--- src/rtl/imem_dmem_arbiter.sv ---
`default_nettype none
// ============================================================================
// Module   : imem_dmem_arbiter
// Purpose  : Shares the single-port 32x64k memory between fetch and LSU with
//            fixed LSU priority and a fetch starvation guard; optional
//            statistics counters enabled by IMEM_DMEM_ARB_STATS_EN.
// Revision : 1.0  initial release
// ============================================================================
module imem_dmem_arbiter #(
  parameter int ADDR       = 16,
  parameter int WORD       = 32,
  parameter int STARVE_MAX = 4
) (
  input  logic            clk,
  input  logic            rst,
  input  logic            if_req_i,
  input  logic [ADDR-1:0] if_addr_i,
  input  logic            if_flush_i,
  output logic            if_gnt_o,
  output logic            if_rvalid_o,
  output logic [WORD-1:0] if_rdata_o,
  input  logic            ls_req_i,
  input  logic            ls_we_i,
  input  logic [ADDR-1:0] ls_addr_i,
  input  logic [WORD-1:0] ls_wdata_i,
  output logic            ls_gnt_o,
  output logic            ls_rvalid_o,
  output logic [WORD-1:0] ls_rdata_o,
  output logic [ADDR-1:0] mem_addr_o,
  output logic            mem_we_o,
  output logic [WORD-1:0] mem_d_o,
`ifdef IMEM_DMEM_ARB_STATS_EN
  output logic [31:0]     stat_if_o,
  output logic [31:0]     stat_ls_o,
  output logic [31:0]     stat_conflict_o,
`endif
  input  logic [WORD-1:0] mem_q_i
);

  localparam logic [1:0] OWN_IDLE  = 2'd0;
  localparam logic [1:0] OWN_RD_IF = 2'd1;
  localparam logic [1:0] OWN_RD_LS = 2'd2;
  localparam logic [3:0] STARVE_LIM = 4'(STARVE_MAX);

  logic [1:0] owner_q, owner_d;
  logic       if_drop_q, if_drop_d;
  logic [3:0] starve_q, starve_d;
  logic       starve_hit;
  logic       if_win, ls_win;

  // Grants are masked during reset so every output reads 0 while rst is low.
  always_comb begin
    starve_hit = (starve_q == STARVE_LIM);
    if_win     = rst & if_req_i & (~ls_req_i | starve_hit);
    ls_win     = rst & ls_req_i & ~(if_req_i & starve_hit);
  end

  always_ff @(posedge clk or negedge rst) begin
    if (!rst) begin
      owner_q   <= OWN_IDLE;
      if_drop_q <= 1'b0;
      starve_q  <= 4'd0;
    end else begin
      owner_q   <= owner_d;
      if_drop_q <= if_drop_d;
      starve_q  <= starve_d;
    end
  end

  always_comb begin
    owner_d   = OWN_IDLE;
    if_drop_d = 1'b0;
    starve_d  = 4'd0;
    if (if_win) begin
      owner_d   = OWN_RD_IF;
      if_drop_d = if_flush_i;
    end else if (ls_win && !ls_we_i) begin
      owner_d = OWN_RD_LS;
    end
    if (if_req_i && !if_win) begin
      starve_d = starve_hit ? starve_q : starve_q + 4'd1;
    end
  end

  always_comb begin
    if_gnt_o    = if_win;
    ls_gnt_o    = ls_win;
    mem_addr_o  = '0;
    mem_we_o    = 1'b0;
    mem_d_o     = '0;
    if (if_win) begin
      mem_addr_o = if_addr_i;
    end else if (ls_win) begin
      mem_addr_o = ls_addr_i;
      mem_we_o   = ls_we_i;
      mem_d_o    = ls_wdata_i;
    end
    // A flush in the grant cycle or in the response cycle both drop the word.
    if_rvalid_o = (owner_q == OWN_RD_IF) & ~if_drop_q & ~if_flush_i;
    ls_rvalid_o = (owner_q == OWN_RD_LS);
    if_rdata_o  = if_rvalid_o ? mem_q_i : '0;
    ls_rdata_o  = ls_rvalid_o ? mem_q_i : '0;
  end

`ifdef IMEM_DMEM_ARB_STATS_EN
  logic [31:0] stat_if_q, stat_ls_q, stat_conflict_q;

  always_ff @(posedge clk or negedge rst) begin
    if (!rst) begin
      stat_if_q       <= 32'd0;
      stat_ls_q       <= 32'd0;
      stat_conflict_q <= 32'd0;
    end else begin
      if (if_win && stat_if_q != '1) begin
        stat_if_q <= stat_if_q + 32'd1;
      end
      if (ls_win && stat_ls_q != '1) begin
        stat_ls_q <= stat_ls_q + 32'd1;
      end
      if (if_req_i && ls_req_i && stat_conflict_q != '1) begin
        stat_conflict_q <= stat_conflict_q + 32'd1;
      end
    end
  end

  assign stat_if_o       = stat_if_q;
  assign stat_ls_o       = stat_ls_q;
  assign stat_conflict_o = stat_conflict_q;
`endif

endmodule
`default_nettype wire

--- config.mk ---
export PLATFORM = sky130hd
export DESIGN_NAME = imem_dmem_arbiter
export DESIGN_NICKNAME = d
export VERILOG_FILES = /design/src/rtl/imem_dmem_arbiter.sv
export SDC_FILE = /design/constraint.sdc
export NUM_CORES = 1
export LEC_CHECK = 0
export CAP_MARGIN = 20
export CORE_ASPECT_RATIO = 0.6
export CORE_MARGIN = 2
export CORE_UTILIZATION = 19
export CTS_BUF_LIST = sky130_fd_sc_hd__clkbuf_4 sky130_fd_sc_hd__clkbuf_8 sky130_fd_sc_hd__clkbuf_16
export DETAILED_ROUTE_END_ITERATION = 12
export PLACE_DENSITY = 0.91
export SKIP_LAST_GASP = 1
export SYNTH_ARGS = -nofsm -noshare
export SYNTH_HDL_FRONTEND = slang
export SYNTH_SLANG_ARGS = --single-unit
--- constraint.sdc ---
create_clock -name clk -period 1.45 [get_ports clk]
set_input_delay 0.2175 -clock clk [delete_from_list [all_inputs] [get_ports clk]]
set_output_delay 0.2175 -clock clk [all_outputs]
set_load 0.03 [all_outputs]
==> After elaboration in Yosys (flattened, before gate mapping) <==
Cells that the tools add are included.
{ "totals": {"output_inout_bits": 117, "elab_cells": 37, "in_bits": 102, "regBits": 7} }
{ "classes": {"reduce_logical": 4, "muxes": 13, "add_sub_neg": 1, "n_eq_ne": 4, "bitwise_logic": 12} }
{ "op_table": {"columns": ["op", "n"], "rows": [
  ["32-bit two-way mux", 4],
  ["16-bit two-way mux", 2],
  ["4-bit two-way mux", 2],
  ["1-bit bitwise AND", 7],
  ["4-bit by 1-bit adder with 4-bit output, second input constant", 1],
  ["4-bit by 3-bit == test with 1-bit output, second input constant", 1],
  ["2-bit two-way mux", 2],
  ["1-bit NOT", 4],
  ["1-bit two-way mux", 3],
  ["2-bit by 1-bit == test with 1-bit output, second input constant", 1],
  ["2-bit == test, second input constant", 1],
  ["1-bit logical AND", 2],
  ["1-bit logical NOT", 2],
  ["2-bit != test, second input constant", 1],
  ["1-bit bitwise OR", 1]
]} }

==> Longest topological paths before layout <==
{ "logic_depth": {"ltp_word": 7, "mapped_depth": 6, "ltp_nobuf": 5} }

==> Least setup slack after synthesis <==
No wires, ideal clock.
{ "synth_timing": {"path_kind": "register to output", "from": "register starve_q[0]", "to": "output port mem_d_o[18]", "slack_ns": -0.343, "path_buffers": 1, "arrival_time_ns": 1.576, "required_time_ns": 1.233, "path_stages_with_launch": 7, "path_cell_list": "dfrtp_1 -> inv_1 -> ha_1 -> and3b_1 -> a21oi_4 -> buf_4 -> and2_1"} }
{ "synth_via": {"elab_chain_cells": 6, "word_cells_on_any_way": 8, "classes_between": "eq/ne: 1; mux: 2; bitwise: 5"} }
{ "synth_rtl": {"columns": ["item", "line_no", "source"], "rows": [
  ["start, declared", "47", "logic [3:0] starve_q, starve_d;"],
  ["start signal, assigned", "66", "starve_q <= starve_d;"],
  ["4-bit by 3-bit == test with 1-bit output", "53", "starve_hit = (starve_q == STARVE_LIM);"],
  ["1-bit bitwise AND", "55", "ls_win = rst & ls_req_i & ~(if_req_i & starve_hit);"],
  ["1-bit NOT", "55", null],
  ["1-bit bitwise AND", "55", null],
  ["net ls_gnt_o", "26", "output logic ls_gnt_o,"],
  ["32-bit two-way mux", "93", "end else if (ls_win) begin"],
  ["32-bit two-way mux", "91", "if (if_win) begin"],
  ["end, declared", "31", "output logic [WORD-1:0] mem_d_o,"]
]} }
The timed path passes the listed nets, and every way through them passes these cells.

==> Worst setup path in the final report <==
{ "layout_timing": {"from": "register starve_q[0]", "to": "output port mem_addr_o[13]"} }
{ "layout_via": {"elab_chain_cells": 6, "word_cells_on_any_way": 8, "classes_between": "eq/ne: 1; mux: 2; bitwise: 5"} }
{ "layout_rtl": {"columns": ["item", "line_no", "source"], "rows": [
  ["4-bit by 3-bit == test with 1-bit output *", "53", null],
  ["1-bit bitwise AND", "55", null],
  ["1-bit NOT", "55", null],
  ["1-bit bitwise AND", "55", null],
  ["16-bit two-way mux", "93", null],
  ["16-bit two-way mux *", "91", null],
  ["end, declared", "29", "output logic [ADDR-1:0] mem_addr_o,"]
]} }
Mark *: on every way between the ends. The rest lies on a longest branch, timed or not.

==> key figures <==
Synth
  – Syn Nets: 264
  – Mapped Avg Cell Area: 7.62 sq um
  – Warnings, synthesis: 0
  – FFs w/ async S/R, synth: 1.00
  – Synth area leader: and2_1
  – Post-synthesis instance total: 160
  – Count leader, synth: and2_1
  – Top_reg_cell synth: dfrtp_1
  – Share of the synthesized area in the top cell type: 0.503
  – Adder-cell share of the synthesized area: 0.0205
  – XOR/XNOR Fraction of Synth Area: 0.0144
  – Distinct cells, synth: 25
  – Main combinational cell family by area after synthesis: simple AND/OR/NAND/NOR gates
  – Synth Register Bits: 7
  – Mux cell area share after synthesis: 0
  – Simple-gate area share of the yosys netlist: 0.601
  – Sequential-to-total area share from yosys stat: 0.144
  – Compound-Gate Fraction of Synth Area: 0.158
  – Post-Syn Area: 1220 sq um
  – Largest cells by area after synthesis: and2_1 (50%), dfrtp_1 (14%), a22o_1 (11%)
  – EDFF count, synth: 0
  – Synth cell count leaders: and2_1 (98), a22o_1 (16), dfrtp_1 (7), buf_2 (4), clkbuf_1 (4)

CTS
  – Clk slew on worst S/H paths: 0.04 ns
  – Sink Count: 7
  – H-tree depth: 1
  – Cts bufs inserted: 3
  – Root buffer cell: clkbuf_8
  – CTS Buffer Depth: 2
  – Clock Latency Late Sink: 0.23 ns
  – Hold buffer count at cts: 0
  – CTS tree: done

Run
  – Maxcap violations: 0

Detailed routing
  – Via count: 2,064
  – TritonRoute pass-1 iters: 4
  – Antenna-violating nets left: 0
  – First-iteration detailed-routing DRC count: 51
  – Wire per inst: 14.4 um
  – Remaining DRCs: 0
  – Vias per cell: 4.20
  – Total Routed Length: 7110 um

Place
  – Placed cells: 465
  – Port Buffers: 218
  – Post-DP HPWL: 5130 um
  – Dpl cell area: 3460 sq um
  – Gp weighted congestion: 0.864
  – DP Worst Slack: -0.313 ns

STA
  – Worst hold margin: 0.329 ns
  – Worst slew margin: 0.832
  – Setup-failing EPs final: 122
  – Final-report hold violation count: 0
  – Final min period: 2.00 ns
  – Worst Tran Pin Value: 0.249 ns
  – RSZ-0062 raised after global routing: true
  – Fmax: 0.499 GHz
  – Clock skew: 0.00495 ns
  – Worst setup margin: -0.554 ns
  – Max Slew Vio Count: 0
  – Final period util: 1.38

Global route
  – Initial antenna violation count: 0
  – Overall global routing resource usage: 0.153
  – First-pass GRT wire length: 8770 um
  – GR Overflow Total: 0
  – Largest net degree at the start of global routing: 52
  – Vias in the first global route: 1,891

Layout
  – Post-route non-filler standard cell count: 492
  – Fill count: 491
  – P&R area growth vs syn: 228%
  – # diodes: 0
  – Final net count: 513
  – Share of cells above drive strength 1: 0.620
  – Post-route cell area: 4010 sq um
  – Register Area: 175 sq um
  – Multi-input combinational cell area: 1190 sq um

Setup path
  – Crit-path max FO: 51
  – Crit end category: primary output
  – Worst Path Arrival: 1.79 ns
  – Kind of critical path: flip-flop to primary output
  – CP required: 1.23 ns
  – CP Launch Type: flip-flop

Floorplanning
  – Core area: 6170 sq um
  – Die area: 7100 sq um
  – Vertical die dimension: 66.1 um
  – Die W: 107 um
  – Row count: 22
  – Top Ports: 219
  – Starting Density: 0.198

Status
  – Failing checks: negative setup slack
  – Result of the run: complete, but fails checks

Min path
  – Hold Crit Class: input pin to flip-flop

Power
  – Peak supply drop: 0.000217 V
  – Pwr per Cell Area: 401 nW/um^2
  – Leak: 1.97 nW
final timing paths:
kind                       slack (ns)                 endpoint                     from  depth (start not counted)
setup / recovery                -0.55           mem_addr_o[13]  starve_q[0]$_DFFE_PN0P_                          7
hold / removal                   0.33      if_drop_q$_DFF_PN0_               if_flush_i                          2
setup reg to reg                -0.46  starve_q[1]$_DFFE_PN0P_  starve_q[0]$_DFFE_PN0P_                         11
hold reg to reg                  0.67  starve_q[3]$_DFFE_PN0P_  starve_q[3]$_DFFE_PN0P_                          3
max in group asynchronous        0.94     owner_q[1]$_DFF_PN0_                      rst                          2
min in group asynchronous        0.36  starve_q[3]$_DFFE_PN0P_                      rst                          2
metrics by stage:
stage | total power [mW] | TNS [ns] | utilization
6_report | 1.61 | -41.25 | 0.650
3_3_place_gp | 1.16 | -21.53 | 0.560
5_1_grt | 1.68 | -48.24 | 0.650
3_5_place_dp | 1.18 | -22.89 | 0.560
4_1_cts | 1.50 | -35.02 | 0.578
2_1_floorplan | 0.668 | -8.78 | -
routing by layer:
metal | routed length, um | global-route usage
met1 | 2640 | 0.168
met2 | 3930 | 0.299
met3 | 507 | 0.0424
met4 | 27 | 0.0240
met5 | 0 | 0
worst max-delay path, cell delays in order, from the launching register on:
cell and delay [ns]:
dfrtp_1 0.36, inv_2 0.06, ha_4 0.16, and3b_2 0.23, a21oi_4 0.14, buf_12 0.23
a22o_2 0.18, buf_4 0.15
state kept, by name, summed over array words and instances, names as in the netlist:
| name | cells |
|---|---|
| owner_q | 2 |
| starve_q | 4 |
| if_drop_q | 1 |
report_power, final:
| part | internal [mW] | total (mW) | switching, mW |
|---|---|---|---|
| Sequential | 0.207 | 0.217 | 0.00909 |
| Combinational | 0.619 | 1.09 | 0.475 |
| Clock | 0.209 | 0.295 | 0.0859 |
| Total | 1.04 | 1.61 | 0.570 |
layout make-up:
| cell class | instances | share of cell area |
|---|---|---|
| well taps | 84 | 0.0262 |
| repair buffers | 256 | 0.619 |
| flip-flops and latches | 7 | 0.0437 |
| inverters | 2 | 0.00187 |
| clock buffers | 4 | 0.0122 |
| multi-input cells | 139 | 0.297 |
layout by cell type (no fill, tap or decap), types with 2 or more instances in the layout:
master	n
clkdlybuf4s50_1	100
buf_4	100
and2_4	56
buf_6	45
and2_1	32
a22o_2	15
and2_2	10
dfrtp_1	7
clkbuf_16	4
buf_12	4
clkbuf_8	3
inv_2	2
a21oi_4	2
nand2_1	2
nand3_1	2
xor2_1	2
nor2_1	2
buf_8	2
logic make-up after synthesis:
family                   count (synthesis)
AND/OR/NAND/NOR                        114
adder cells (fa/ha/maj)                  2
AO/OA/AOI/OAI                           21
buffers and inverters                   14
flip-flops                               7
XOR/XNOR                                 2
repair_timing:
action,CTS,global route
pin swaps,2,27
resized for setup,8,77
gates cloned,0,5
setup endpoints to repair,119,122
buffers inserted,4,15
hold endpoints to repair,0,0
(Power assumes the default switching activity.)
==> RTL edit, RTL diff (config.mk and constraints unchanged) <==
The parameter `WORD` goes from 32 to 48.
--- a/src/rtl/imem_dmem_arbiter.sv
+++ b/src/rtl/imem_dmem_arbiter.sv
@@ -9,5 +9,5 @@
 module imem_dmem_arbiter #(
   parameter int ADDR       = 16,
-  parameter int WORD       = 32,
+  parameter int WORD       = 48,
   parameter int STARVE_MAX = 4
 ) (
Interface: changed (5 resized); port bits go from 219 to 299. No check against the original RTL was run, so the function may have changed too.
==> RTL edit against the unedited design <==
The flow still finishes with violations (negative setup slack). Cell area increased by 55%. Total power rose by 49%. Setup slack lost 0.046 ns. Global-route usage grew 10 points. First-iteration DRC count is 140% higher. Non-clock buffer count up 96. Count of clock-buffer cells in the layout is 1 lower. Cell count increased by 34%. Wire length increased by 80%. Area after synthesis grew 26%. Critical path depth increased by 1. Clock power up 59%. Sequential cell count unchanged. Synthesized cell count up 34%.
==> RTL edit: results (changes against the unedited design) <==
Status - complete, but fails checks (unchanged)
Failing checks - negative setup slack (unchanged)
Fin. max-slew vios - 0 (unchanged)
Antenna violations before repair - 0 (unchanged)
GP Congestion - 0.852 (was 0.864)
Setup_tns - -63.77 ns (was -41.25 ns)
IO buf count - 298 (was 218)
Fillers - 436 (was 491)
Placed wire-length estimate - 8.03 mm (was 5.13 mm)
Synth area leaders - and2_1 60%, dfrtp_1 11%, a22o_1 9.1%, clkbuf_1 2.2%, ha_1 1.6% (was and2_1 50%, dfrtp_1 14%, a22o_1 11%, a21oi_4 2.7%, ha_1 2.1%)
Worst-Skew Late Latency - 0.23 ns (about the same)
Routed WL - 12.8 mm (was 7.11 mm)
Yosys warnings - 0 (unchanged)
Worst setup margin - -0.600 ns (was -0.554 ns)
GRT Util Overall - 25.6% (was 15.3%)
Register area share after synthesis - 11.4% (was 14.4%)
Type of the worst setup path - register to output pin (unchanged)
Biggest regs - starve_q x4, owner_q x2, if_drop_q x1 (unchanged)
Reg-to-Reg Start - starve_q[0]$_DFFE_PN0P_ (unchanged)
Yosys cell types - 26 (was 25)
Antenna cells - 0 (unchanged)
CTS H-tree lvls - 1 (unchanged)
Syn_nets - 350 (was 264)
Pre-CTS WS - -0.420 ns (was -0.313 ns)
Top post-synthesis cells by count - 146 x and2_1, 16 x a22o_1, 9 x clkbuf_1, 7 x dfrtp_1 (was 98 x and2_1, 16 x a22o_1, 7 x dfrtp_1, 4 x buf_2, 4 x clkbuf_1)
Drt pass-1 iters - 4 (unchanged)
Largest net degree at the start of global routing - 17 (was 52)
Min-Delay Path Class - input port to asynchronous set/reset pin (was input port to register)
DRT iter0 DRCs - 122 (was 51)
Worst Skew - 0.00242 ns (was 0.00495 ns)
Pleak - 2.96 nW (was 1.97 nW)
Vias in the first global route - 3156 (was 1891)
Share of layout cells above drive strength 1 - 71.2% (was 62.0%)
Maximum clock insertion buffer count - 2 (unchanged)
Root buffer cell - clkbuf_16 (was clkbuf_8)
Top FF cell, synth - dfrtp_1 (unchanged)
VDD IR max - 348 uV (was 217 uV)
Vias/cell - 4.41 (was 4.20)
Worst Tran Pin Value - 0.235 ns (was 0.249 ns)
First-pass GRT wire length - 17.5 mm (was 8.77 mm)
Final setup vio count - 168 (was 122)
Reg clk slew, reported paths - 0.04 ns (about the same)
CP max FO - 5 (was 51)
Final #Nets - 689 (was 513)
## RTL edit: path summary, 6_finish.rpt
kind                                                 to  slack [ns]  depth (start not counted)
worst min-delay path               owner_q[1]$_DFF_PN0_        0.35                          2
min in group clk                    if_drop_q$_DFF_PN0_        0.48                          2
max in group asynchronous           if_drop_q$_DFF_PN0_        0.97                          2
worst max register to register     owner_q[1]$_DFF_PN0_       -0.05                          7
worst max-delay path                        mem_d_o[19]       -0.60                          8
worst min register to register  starve_q[1]$_DFFE_PN0P_        0.66                          3
## RTL edit: layout make-up
| type | count | area [sq um] | share of cell area (%) |
|---|---|---|---|
| Timing Repair Buffer | 352 | 4020 | 64.8 |
| Multi-Input combinational cell | 187 | 1790 | 28.8 |
| Sequential cell | 7 | 175 | 2.82 |
| Tap cell | 108 | 135 | 2.18 |
| Clock buffer | 3 | 75.1 | 1.21 |
| Inverter | 2 | 7.51 | 0.121 |
| Clock inverter | 1 | 5.00 | 0.0807 |
## RTL edit: cells by family (layout without fill, tap and decap cells)
family / count (synthesis) / in the layout / synth area share, %
xor gates and xnor gates: 2 / 2 / 1.14
and+or+nand+nor: 162 / 162 / 66.8
DFF: 7 / 7 / 11.4
buffers and inverters: 20 / 358 / 6.93
AOI/OAI and AO/OA: 21 / 21 / 12.1
adders and majority gates: 2 / 2 / 1.63
## RTL edit: critical path: stages, from the launching register on
cell and delay [ns]:
dfrtp_1 0.36, inv_2 0.07, ha_4 0.16, and3b_2 0.22, a21oi_4 0.19, buf_6 0.18
clkbuf_16 0.15, and2_4 0.14, buf_6 0.13
## RTL edit: per-stage QoR
stage               instance area, sq um  cells
floorplan                           1840    214
CTS                                 6020    658
global route                        6200    660
global placement                    4690    623
detailed placement                  4690    623
finish                              6200    660
## RTL edit: repair_timing
action / in CTS / in global routing
setup buffers: 15 / 9
setup endpoints to repair: 169 / 169
gates cloned: 16 / 2
gates resized for setup: 247 / 54
pin swaps: 71 / 19
## RTL edit: where the power goes
group          switching, mW  internal (mW)  total (mW)
combinational          0.715          0.990        1.70
sequential           0.00854          0.208       0.216
clock                  0.107          0.362       0.468
total                  0.830           1.56        2.39
## RTL edit: layer usage
metal | up-vias | global-route usage [%] | wire, microns
met5 | - | 0 | 0
met4 | 0 | 9.15 | 282
met3 | 22 | 4.43 | 656
met2 | 144 | 52.0 | 7300
met1 | 1386 | 26.7 | 4580
li1 | 1361 | - | -
